**src/rtl/fetch_stage.sv**
```systemverilog
// fetch_stage: RISC-V instruction fetch with one-entry skid buffer.
// Optional FETCH_MISALIGN_CHK_EN: align redirect targets, flag misalign.
module fetch_stage #(
  parameter int unsigned           PC_W      = 9,
  parameter int unsigned           INS_W     = 32,
  parameter logic [PC_W-1:0]       RESET_PC  = '0,
  parameter logic [INS_W-1:0]      NOP_INSTR = 32'h00000013
) (
  input  logic             clk,
  input  logic             reset,
  input  logic             stall,
  input  logic             redirect_valid,
  input  logic [PC_W-1:0]  redirect_pc,
  output logic             imem_req,
  output logic [PC_W-1:0]  imem_addr,
  input  logic             imem_rdy,
  input  logic [INS_W-1:0] imem_rdata,
  output logic             if_id_valid,
  output logic [PC_W-1:0]  if_id_pc,
  output logic [PC_W-1:0]  if_id_pcplus4,
  output logic [INS_W-1:0] if_id_instr,
  output logic             fetch_misalign
);

  typedef enum logic [1:0] {
    FETCH = 2'd0,
    DROP  = 2'd1,
    HOLD  = 2'd2
  } state_t;

  state_t            state;
  logic [PC_W-1:0]   pc;
  logic [PC_W-1:0]   save_addr;
  logic [PC_W-1:0]   buf_pc;
  logic [INS_W-1:0]  buf_instr;
  logic [PC_W-1:0]   pc_next4;
  logic [PC_W-1:0]   buf_next4;
  logic [PC_W-1:0]   target;
  logic              mis;

  assign pc_next4  = pc + PC_W'(4);
  assign buf_next4 = buf_pc + PC_W'(4);

`ifdef FETCH_MISALIGN_CHK_EN
  assign target = {redirect_pc[PC_W-1:2], 2'b00};
  assign mis    = |redirect_pc[1:0];
`else
  assign target = redirect_pc;
  assign mis    = 1'b0;
`endif

  // Request is suppressed in reset and while the buffer is full.
  assign imem_req  = !reset && (state != HOLD);
  assign imem_addr = (state == DROP) ? save_addr : pc;

  // Fetch FSM, PC, skid buffer and IF/ID register.
  always_ff @(posedge clk) begin
    if (reset) begin
      state          <= FETCH;
      pc             <= RESET_PC;
      save_addr      <= RESET_PC;
      buf_pc         <= '0;
      buf_instr      <= NOP_INSTR;
      if_id_valid    <= 1'b0;
      if_id_pc       <= '0;
      if_id_pcplus4  <= '0;
      if_id_instr    <= NOP_INSTR;
      fetch_misalign <= 1'b0;
    end else begin
      fetch_misalign <= 1'b0;
      if (redirect_valid) begin
        if_id_valid    <= 1'b0;
        if_id_instr    <= NOP_INSTR;
        pc             <= target;
        fetch_misalign <= mis;
        buf_instr      <= NOP_INSTR;
        unique case (state)
          FETCH: begin
            if (imem_rdy) begin
              state <= FETCH;
            end else begin
              state     <= DROP;
              save_addr <= pc;
            end
          end
          DROP: begin
            state <= imem_rdy ? FETCH : DROP;
          end
          default: begin
            state <= FETCH;
          end
        endcase
      end else begin
        unique case (state)
          FETCH: begin
            if (imem_rdy) begin
              pc <= pc_next4;
              if (stall) begin
                buf_pc    <= pc;
                buf_instr <= imem_rdata;
                state     <= HOLD;
              end else begin
                if_id_valid   <= 1'b1;
                if_id_pc      <= pc;
                if_id_pcplus4 <= pc_next4;
                if_id_instr   <= imem_rdata;
              end
            end else if (!stall) begin
              if_id_valid <= 1'b0;
              if_id_instr <= NOP_INSTR;
            end
          end
          DROP: begin
            if (imem_rdy) begin
              state <= FETCH;
            end
            if (!stall) begin
              if_id_valid <= 1'b0;
              if_id_instr <= NOP_INSTR;
            end
          end
          default: begin
            if (!stall) begin
              if_id_valid   <= 1'b1;
              if_id_pc      <= buf_pc;
              if_id_pcplus4 <= buf_next4;
              if_id_instr   <= buf_instr;
              state         <= FETCH;
            end
          end
        endcase
      end
    end
  end

endmodule

```
**config.mk**
```make
export PLATFORM = sky130hd
export DESIGN_NAME = fetch_stage
export DESIGN_NICKNAME = d
export VERILOG_FILES = /design/src/rtl/fetch_stage.sv
export SDC_FILE = /design/constraint.sdc
export NUM_CORES = 1
export LEC_CHECK = 0
export BUFFER_PORTS_ARGS = -buffer_cell sky130_fd_sc_hd__buf_2
export CORE_AREA = 2 2 128 80
export DETAILED_ROUTE_END_ITERATION = 10
export DIE_AREA = 0 0 130 82
export PLACE_DENSITY = 0.8
export SKIP_CTS_REPAIR_TIMING = 1
export SLEW_MARGIN = 25
export SYNTH_ARGS = -nofsm -noshare
export SYNTH_HDL_FRONTEND = slang
export SYNTH_SLANG_ARGS = --single-unit
```
**constraint.sdc**
```tcl
create_clock -name clk -period 2.3 [get_ports clk]
set_input_delay 0.345 -clock clk [delete_from_list [all_inputs] [get_ports clk]]
set_output_delay 0.345 -clock clk [all_outputs]
set_load 0.02 [all_outputs]
```
==> flow_summary_export.csv <==
group,metric,value,unit
run_status,outcome,"completed",
logic_synthesis,netlist_top_cells_area,"sky130_fd_sc_hd__dfxtp_1 (47%), sky130_fd_sc_hd__nand2_1 (10%), sky130_fd_sc_hd__a221oi_1 (5.4%)",
floorplan,dieArea,10660,um2
finish,finalNonFillerCells,783,
routing,ant_nets,0,
logic_synthesis,postSynth.asyncResetShare,0,
finish,fin_nets,693,
power_and_ir_drop,comb_power_frac,0.131,
floorplan,die_height,82,um
sta,worst_slew_pin_slew,0.7034,ns
critical_path,timing_worst_setup_path_type,"reg2out",
critical_path,worst_setup_path_endpoint,"imem_addr[4]",
power_and_ir_drop,power_switching,1.063,mW
critical_path,setup.worst_path.start,"state[0]",
global_routing,grt.total_usage,0.2240,
floorplan,start_util,0.4899,
sta,rsz0062_at_grt,"no",
clock_tree,clk_pin_slew_worst_paths,0.07,ns
critical_path,worst_r2r_path_depth,3,
critical_path,crit_path_max_fanout,9,
finish,mostFrequentLayoutCell,"sky130_fd_sc_hd__nand2_1",
clock_tree,numCtsBuffers,9,
place,gpl.final_weighted_congestion,0.8626,
routing,detailedRoute.firstPassIterationCount,4,
job,drv.max_cap_violation_count,0,
hold_path,worst_hold_path_stage_count,3,
clock_tree,htree_num_levels,3,
floorplan,top_level_ports,108,
power_and_ir_drop,power.share.switching,0.2623,
floorplan,placement_rows,28,
routing,vias_per_cell,5.519,
sta,fin_crit_sh,0.9223,
clock_tree,clock-sinks,110,
global_routing,grt_antenna_before_repair,0,
routing,initialDrtViolationCount,320,
clock_tree,cts_tree,"yes",
finish,final_area,5578,um2
logic_synthesis,yosys.area.top_type,"sky130_fd_sc_hd__dfxtp_1",
routing,postRouteWirelength,11.83,mm
critical_path,regToRegStartpoint,"state[1]",
sta,worst_max_slew_margin_expressed_relative_to_the_limit,0.5261,
place,placed_wire_length_estimate_after_detailed_placement,8.217,mm
logic_synthesis,syn_area,4686,um2
sta,finalSetupViolCount,0,
global_routing,grt-ovfl-total,0,
logic_synthesis,postSynthCellCount,565,
sta,fin_tns_setup,0,ns
clock_tree,clock_latency,0.34,ns
critical_path,required_time_worst_endpoint,1.96,ns
critical_path,kind_of_capture_point_of_the_worst_setup_path,"primary output",
floorplan,core_region,9564,um2
finish,antennaDiodeCount,0,
power_and_ir_drop,clockPowerShare,0.367,
clock_tree,cts_root_buf,"sky130_fd_sc_hd__clkbuf_16",
finish,mostFrequentLayoutCells,"sky130_fd_sc_hd__nand2_1 (125), sky130_fd_sc_hd__dfxtp_1 (110), sky130_fd_sc_hd__buf_2 (106)",
logic_synthesis,yosysSeqAreaShare,0.4700,
global_routing,grt_pass1_wl,18.83,mm
routing,routed-via-count,4321,
sta,clock-skew-final,0.006981,ns
place,dpl-instance-area,5289,um2
routing,detail_route.drc_violations,0,
finish,flow.area_growth_from_synthesis,19.04,%
logic_synthesis,postSynthRegisterBits,110,
critical_path,start_kind,"flip-flop",
logic_synthesis,syn_area_per_cell,8.293,um2
logic_synthesis,synthDominantCellAreaShare,0.4700,
critical_path,worstReg2RegEnd,"pc[6]",
global_routing,via_count_of_the_first_global_routing_pass,3872,
logic_synthesis,synthesis.yosys.warnings,0,
power_and_ir_drop,p_leak,2.207,nW
power_and_ir_drop,seq_power_share,0.501,
critical_path,reg2reg_setup_slack,0.46,ns
clock_tree,clk_buf_depth,2,
hold_path,hold_path.class,"in2reg",
power_and_ir_drop,cell_internal_pwr,2.989,mW
sta,timing.final.hold_violations,0,
logic_synthesis,syn_nets,613,
sta,timing.final.crit_period,2.121,ns
logic_synthesis,ys_types,44,
floorplan,die_width,130,um
power_and_ir_drop,cellPowerDensity,726.4,nW/um2
sta,holdWs,0.2386,ns
critical_path,data_arrival_at_the_endpoint_of_the_critical_path,1.78,ns
logic_synthesis,post_synth_edffs,0,
place,portBuffers,106,
finish,post_route_cells_drive_above_1_share,0.2315,
place,place.detailed.instances,769,
logic_synthesis,synthFlopType,"sky130_fd_sc_hd__dfxtp_1",
finish,n_fill_cell,840,
global_routing,grt_max_degree,70,
sta,fmax,471.4,MHz
power_and_ir_drop,power.ir.vdd_worst,347.5,uV
routing,drt-wirelength-per-cell,15.10,um
sta,number_of_pins_with_negative_max_slew_slack_in_the_final_report,0,
## metal layers
metal,share of wire,track usage
met1,0.49,0.3316
met2,0.43,0.3215
met3,0.075,0.05212
met4,0.0085,0.06774
met5,0,0
## worst max-delay path, cell delays in order, from the launching register on
cell and delay [ns]:
sky130_fd_sc_hd__dfxtp_1 0.47, sky130_fd_sc_hd__inv_1 0.15, sky130_fd_sc_hd__nor2_4 0.28, sky130_fd_sc_hd__mux2_2 0.38
sky130_fd_sc_hd__buf_2 0.16
## worst min path at each step
stage                         from           end  slack (ns)
floorplan             save_addr[0]  save_addr[0]        0.43
global placement      save_addr[0]  save_addr[0]        0.44
detailed placement    buf_instr[9]  buf_instr[9]        0.45
CTS                 redirect_pc[0]         pc[0]        0.23
global route         imem_rdata[0]  buf_instr[0]        0.25
finish              redirect_pc[0]         pc[0]        0.24
## flip-flops by register name (all words and copies together), names as in the netlist
name / count
save_addr: 9
if_id_valid: 1
buf_instr: 32
pc: 9
state: 2
if_id_instr: 32
if_id_pc: 9
if_id_pcplus4: 7
buf_pc: 9
## kinds of logic (layout without fill, tap and decap cells)
family,count (synthesis),in the layout,share of synthesized area
buffers and inverters,56,139,0.05127
flip-flops,110,110,0.4700
AO/OA/AOI/OAI,118,118,0.1704
XOR/XNOR,10,10,0.01869
multiplexers,13,13,0.03017
AND/OR/NAND/NOR,255,255,0.2534
other,1,1,0.0008003
adder cells (fa/ha/maj),2,2,0.005340
## cells in the mapped netlist, types with 2 or more instances
cell type	number
sky130_fd_sc_hd__xnor2_1	7
sky130_fd_sc_hd__buf_1	2
sky130_fd_sc_hd__nor3_2	2
sky130_fd_sc_hd__buf_2	8
sky130_fd_sc_hd__nor2b_1	32
sky130_fd_sc_hd__nand2_1	125
sky130_fd_sc_hd__inv_1	2
sky130_fd_sc_hd__o211ai_1	4
sky130_fd_sc_hd__o22ai_1	3
sky130_fd_sc_hd__ha_1	2
sky130_fd_sc_hd__buf_4	3
sky130_fd_sc_hd__a311oi_1	13
sky130_fd_sc_hd__o21ai_0	5
sky130_fd_sc_hd__xor2_1	3
sky130_fd_sc_hd__mux2i_1	4
sky130_fd_sc_hd__nand3_1	19
sky130_fd_sc_hd__a21oi_1	50
sky130_fd_sc_hd__dfxtp_1	110
sky130_fd_sc_hd__mux2_2	9
sky130_fd_sc_hd__o31ai_1	2
sky130_fd_sc_hd__or3_1	3
sky130_fd_sc_hd__a211oi_1	5
sky130_fd_sc_hd__nand3b_1	5
sky130_fd_sc_hd__clkbuf_1	38
sky130_fd_sc_hd__nor2_1	23
sky130_fd_sc_hd__a221oi_1	29
sky130_fd_sc_hd__o21a_1	4
sky130_fd_sc_hd__nor3_1	37
## power groups by stage
stage          sequential (mW)  combinational, mW  clock (mW)
2_1_floorplan             2.09              0.324           0
3_3_place_gp              2.07              0.518           0
3_5_place_dp              2.07              0.529           0
4_1_cts                   2.03              0.531        1.52
5_1_grt                   2.04              0.587        1.59
6_report                  2.03              0.532        1.49
## stage by stage
| stage | setup slack, ns | utilization | total power, mW |
|---|---|---|---|
| after detailed placement | 0.3839 | 0.5530 | 2.602 |
| after floorplan | 0.6590 | - | 2.418 |
| final | 0.1787 | 0.5832 | 4.052 |
| after CTS | 0.02807 | 0.5827 | 4.081 |
| after global routing | 0.06413 | 0.5832 | 4.214 |
| after global placement | 0.5004 | 0.5530 | 2.587 |
## layout make-up
cell class              instances  area, um2  area share
flip-flops and latches        110       2202      0.3948
clock buffers                  12      266.5     0.04778
well taps                     135      168.9     0.03028
repair buffers                122      663.1      0.1189
multi-input cells             399       2248      0.4031
inverters                       3      11.26    0.002019
clock inverters                 2      17.52    0.003140
No activity file was read; power rests on OpenSTA's default activity.
